### src/rtl/pcb_ctrl_pkg.sv
// Shared board-control types and default timing constants for the button
// conditioner and the LED blinker.
package pcb_ctrl_pkg;

  localparam int CLK_HZ        = 100_000_000;
  localparam int DEBOUNCE_MS   = 10;
  localparam int LONG_PRESS_MS = 2000;

  typedef enum logic [1:0] {
    IDLE,
    PRESS_WAIT,
    PRESSED,
    RELEASE_WAIT
  } btn_state_t;

  function automatic int max_int(input int a, input int b);
    return (a > b) ? a : b;
  endfunction

endpackage

### src/rtl/sync_2ff.sv
// Two-flop synchroniser for asynchronous inputs. Both flops load RST_VAL
// on synchronous reset so the output is well defined from the first cycle.
module sync_2ff #(
  parameter int               WIDTH   = 1,
  parameter logic [WIDTH-1:0] RST_VAL = '0
) (
  input  logic             clk,
  input  logic             reset,
  input  logic [WIDTH-1:0] d_i,
  output logic [WIDTH-1:0] q_o
);

  logic [WIDTH-1:0] meta_q;
  logic [WIDTH-1:0] sync_q;

  always_ff @(posedge clk) begin
    if (reset) begin
      meta_q <= RST_VAL;
      sync_q <= RST_VAL;
    end else begin
      meta_q <= d_i;
      sync_q <= meta_q;
    end
  end

  assign q_o = sync_q;

endmodule

### src/rtl/button_debounce.sv
// Push-button conditioner: sync -> polarity normalise -> debounce FSM -> event pulses.
// Define LONG_PRESS_EN to enable the long-press counter and long_press_pulse.
//
// state        | meaning
// IDLE         | released, stable
// PRESS_WAIT   | press seen, dwelling before accepting it
// PRESSED      | press accepted (long-press counting when enabled)
// RELEASE_WAIT | release seen, dwelling before accepting it
module button_debounce
  import pcb_ctrl_pkg::*;
#(
  parameter int DEBOUNCE_CNT_MAX   = CLK_HZ / 1000 * DEBOUNCE_MS,
  parameter int LONG_PRESS_CNT_MAX = CLK_HZ / 1000 * LONG_PRESS_MS,
  parameter bit ACTIVE_LOW         = 1'b1
) (
  input  logic clk,
  input  logic reset,
  input  logic btn_in,
  output logic btn_level,
  output logic press_pulse,
  output logic release_pulse,
  output logic long_press_pulse
);

`ifdef LONG_PRESS_EN
  localparam bit LONG_EN = 1'b1;
`else
  localparam bit LONG_EN = 1'b0;
`endif

  localparam int CNT_SPAN = LONG_EN ? max_int(DEBOUNCE_CNT_MAX, LONG_PRESS_CNT_MAX)
                                    : DEBOUNCE_CNT_MAX;
  localparam int CNT_W    = $clog2(CNT_SPAN) + 1;

  localparam logic [CNT_W-1:0] DEB_LAST = CNT_W'(DEBOUNCE_CNT_MAX - 1);
  localparam logic [CNT_W-1:0] CNT_ONE  = CNT_W'(1);
`ifdef LONG_PRESS_EN
  localparam logic [CNT_W-1:0] LONG_LAST = CNT_W'(LONG_PRESS_CNT_MAX - 1);
`endif

  logic       sync_q;
  logic       smp;
  btn_state_t state_q, state_d;
  logic [CNT_W-1:0] cnt_q, cnt_d;
  logic       level_q, level_d;
  logic       press_q, press_d;
  logic       release_q, release_d;
`ifdef LONG_PRESS_EN
  logic       long_q, long_d;
  logic       fired_q, fired_d;
`endif

  // Sync flops reset to the raw released level so no false press appears after reset.
  sync_2ff #(
    .WIDTH   (1),
    .RST_VAL (ACTIVE_LOW ? 1'b1 : 1'b0)
  ) u_sync (
    .clk   (clk),
    .reset (reset),
    .d_i   (btn_in),
    .q_o   (sync_q)
  );

  assign smp = sync_q ^ ACTIVE_LOW;

  always_ff @(posedge clk) begin
    if (reset) begin
      state_q   <= IDLE;
      cnt_q     <= '0;
      level_q   <= 1'b0;
      press_q   <= 1'b0;
      release_q <= 1'b0;
`ifdef LONG_PRESS_EN
      long_q    <= 1'b0;
      fired_q   <= 1'b0;
`endif
    end else begin
      state_q   <= state_d;
      cnt_q     <= cnt_d;
      level_q   <= level_d;
      press_q   <= press_d;
      release_q <= release_d;
`ifdef LONG_PRESS_EN
      long_q    <= long_d;
      fired_q   <= fired_d;
`endif
    end
  end

  always_comb begin
    state_d   = state_q;
    cnt_d     = cnt_q;
    press_d   = 1'b0;
    release_d = 1'b0;
`ifdef LONG_PRESS_EN
    long_d    = 1'b0;
    fired_d   = fired_q;
`endif
    case (state_q)
      IDLE: begin
`ifdef LONG_PRESS_EN
        fired_d = 1'b0;
`endif
        if (smp) begin
          state_d = PRESS_WAIT;
          cnt_d   = '0;
        end
      end
      PRESS_WAIT: begin
        if (!smp) begin
          state_d = IDLE;
          cnt_d   = '0;
        end else if (cnt_q == DEB_LAST) begin
          state_d = PRESSED;
          cnt_d   = '0;
          press_d = 1'b1;
        end else begin
          cnt_d = cnt_q + CNT_ONE;
        end
      end
      PRESSED: begin
        if (!smp) begin
          state_d = RELEASE_WAIT;
          cnt_d   = '0;
        end
`ifdef LONG_PRESS_EN
        // Once fired, cnt holds at LONG_LAST until the press ends.
        else if (!fired_q) begin
          if (cnt_q == LONG_LAST) begin
            long_d  = 1'b1;
            fired_d = 1'b1;
          end else begin
            cnt_d = cnt_q + CNT_ONE;
          end
        end
`endif
      end
      RELEASE_WAIT: begin
        if (smp) begin
          state_d = PRESSED;
          cnt_d   = '0;
        end else if (cnt_q == DEB_LAST) begin
          state_d   = IDLE;
          cnt_d     = '0;
          release_d = 1'b1;
        end else begin
          cnt_d = cnt_q + CNT_ONE;
        end
      end
      default: begin
        state_d = IDLE;
        cnt_d   = '0;
      end
    endcase
    level_d = (state_d == PRESSED) || (state_d == RELEASE_WAIT);
  end

  assign btn_level     = level_q;
  assign press_pulse   = press_q;
  assign release_pulse = release_q;
`ifdef LONG_PRESS_EN
  assign long_press_pulse = long_q;
`else
  assign long_press_pulse = 1'b0;
`endif

endmodule
### config.mk
export PLATFORM = sky130hd
export DESIGN_NAME = button_debounce
export DESIGN_NICKNAME = d
export VERILOG_FILES = /design/src/rtl/pcb_ctrl_pkg.sv /design/src/rtl/sync_2ff.sv /design/src/rtl/button_debounce.sv
export SDC_FILE = /design/constraint.sdc
export NUM_CORES = 1
export LEC_CHECK = 0
export CAP_MARGIN = 5
export CORE_UTILIZATION = 35
export CTS_BUF_LIST = sky130_fd_sc_hd__clkbuf_16
export DETAILED_ROUTE_END_ITERATION = 7
export PLACE_DENSITY = 0.58
export SLEW_MARGIN = 20
export SYNTH_ARGS = -nofsm -noshare
export SYNTH_HDL_FRONTEND = slang
export SYNTH_SLANG_ARGS = --single-unit
### constraint.sdc
create_clock -name clk -period 3 [get_ports clk]
set_clock_uncertainty 0.05 [all_clocks]
set_input_delay 0.6 -clock clk [delete_from_list [all_inputs] [get_ports clk]]
set_output_delay 0.6 -clock clk [all_outputs]
set_load 0.05 [all_outputs]
==> out/qor.yml <==
routabilityCongestion: 0.7734
power.density_nw_per_um2: 447.9
htree_levels: 1
path_buf_inv: 1
timing.rr.start: "cnt_q[0]"
drt_iter0_drc: 58
drc: 0
fp.dieH_um: 64.11
post-cts-setup-buffers: 0
clock_sink_count: 27
top_level_ports: 7
ys.flop_type: "dfxtp_1"
fmax_mhz: 461.0
cp.required_ns: 2.35
dieArea_um2: 4109
synth-seq-cells: 27
slowest_delay_ns: 0.84
finalCritPeriodShare: 0.7230
synthTopCellsByArea: "dfxtp_1 (40%), a31oi_1 (6.0%), a21oi_1 (5.6%)"
syn_inst: 154
hp-start: "u_sync.meta_q"
worstSetupPathType: "flip-flop to output port"
via_per_inst: 5.558
use_met3: 0.04286
syn_area_per_cell_um2: 8.767
root_buffer: "clkbuf_16"
slew_violations: 0
arrival_ns: 1.52
cp_slowest_cell: "clkdlybuf4s50_1"
crit_chain: "clkdlybuf4s50_1"
synthArstFlopShare: 0
insertion_delay_ns: 0.26
status: "finished clean"
grt_util_met1: 0.1815
setup_tns_ns: 0
cts_resized: 0
cts_buffer_depth: 2
cts_tree: "yes"
worstSetupStartpointType: "flip-flop"
antenna_cells: 0
hold_viol: 0
ys_warn_count: 0
ir_drop_uv: 542.5
dr_total_vias: 1145
grt_pass1_wl_mm: 4.850
synth-edff-count: 0
busiest_layer: "met2"
area_delta_synth_final_pct: 11.49
tightest_slew_ns: 0.7865
drt_first_pass_iters: 4
cts_buffers: 3
p_leak_nw: 0.5171
critPathMaxFanout: 5
synth_fp_nets: 158
dp.final_hpwl_mm: 1.955
antenna_found_initial: 0
gr-total-overflow: 0
synth_common_cells: "dfxtp_1 (27), nand2_1 (16), a21oi_1 (15)"
finalSetupViolations: 0
coreArea_um2: 3689
syn_area_um2: 1350
synth_seq_area_share: 0.4004
portBuffers: 5
grt_pass1_vias: 1086
wirelength_mm: 2.713
layoutNonFillerInstCount: 206
post_drt_wl_per_cell_um: 13.17
die_x_um: 64.11
rsz0062_at_grt: "false"
start_util: 0.3660
crit_start: "state_q[1]"
synth_top_area_share: 0.4004
path_delay_family: "buffers and inverters"
track_usage: 0.1478
fin_nets: 163
dp_cells: 202
cts_hold_buf: 0
hp-class: "flip-flop to flip-flop"
postRouteAntennaNets: 0
yosysMostFrequentCell: "dfxtp_1"
layout-drive-gt1-share: 0.1139
critPathCaptureType: "output port"
clk_pin_slew_ns: 0.06
relSlewSlack: 0.4717
finalCriticalPeriod_ns: 2.169
use_met2: 0.2620
grt_max_degree: 29
yosysTopAreaCell: "dfxtp_1"
cap_violations: 0
ys_types: 44
std_cell_rows: 22
nFillCells: 384
[state kept, by name, summed over array words and instances, names as in the netlist]
| name | cells |
|---|---|
| cnt_q | 21 |
| u_sync.q_o | 1 |
| release_pulse | 1 |
| state_q | 2 |
| u_sync.meta_q | 1 |
| press_pulse | 1 |
[cells by family (layout without fill, tap and decap cells)]
group / count (synthesis) / after routing / synth area share
AO/OA/AOI/OAI: 44 / 44 / 0.2067
XOR/XNOR: 5 / 5 / 0.03801
adder cells (fa/ha/maj): 1 / 1 / 0.009266
buffers and inverters: 7 / 11 / 0.03428
flip-flops: 27 / 27 / 0.4004
multiplexers: 1 / 1 / 0.007415
other: 1 / 1 / 0.002778
AND/OR/NAND/NOR: 68 / 68 / 0.3012
[power breakdown]
| part | switching [mW] | internal, mW |
|---|---|---|
| Combinational | 0.0139 | 0.00602 |
| Clock | 0.113 | 0.179 |
| Sequential | 0.00156 | 0.360 |
| Total | 0.129 | 0.546 |
[worst paths after layout]
| path | endpoint | slack, ns | cells past startpoint |
|---|---|---|---|
| max reg2reg | cnt_q[16] | 1.04 | 7 |
| min reg2reg | u_sync.q_o | 0.37 | 1 |
| max | btn_level | 0.83 | 1 |
| min | u_sync.q_o | 0.37 | 1 |
[metrics by stage]
step                hold WS (ns)  instance area [um2]  utilization  power, mW  setup slack [ns]
global placement          0.3509                 1425       0.3864     0.3894            0.7299
detailed placement        0.3546                 1425       0.3864     0.3898            0.6372
finish                    0.3687                 1505       0.4081     0.6741            0.8309
CTS                       0.3741                 1505       0.4081     0.6876            0.8187
floorplan                 0.3395                 1350            -     0.3844             1.116
global route              0.3970                 1505       0.4081     0.7042            0.7731
[cell usage in the layout, fill, tap and decap left out, drive strengths merged, types with 2 or more instances in the layout]
cell           netlist  routed
nand4                5       5
o21ai                7       7
and3                 4       4
and4                 2       2
clkbuf               1       3
nor3                 4       4
a31oi               13      13
or3                  3       3
a21oi               16      16
nand2b               2       2
nor4                 5       5
nand3                6       6
xnor2                2       2
a22o                 4       4
clkdlybuf4s50        0       5
nor2                10      10
xor2                 3       3
nor4b                2       2
dfxtp               27      27
or2                  4       4
nand2               17      17
[metal layers]
layer	routed length (um)	share of wire	vias up
li1	-	-	585
met1	1244	0.46	541
met2	1362	0.50	19
met3	107	0.039	0
met4	0	0	0
met5	0	0	-
[final cells by class]
class	count	area (um2)	area share
clock buffers	3	75.07	0.04988
clock inverters	1	5.005	0.003325
inverters	1	3.754	0.002494
multi-input cells	120	763.2	0.5071
flip-flops and latches	27	540.5	0.3591
well taps	48	60.06	0.03990
repair buffers	6	57.56	0.03824
(Power assumes the default switching activity.)
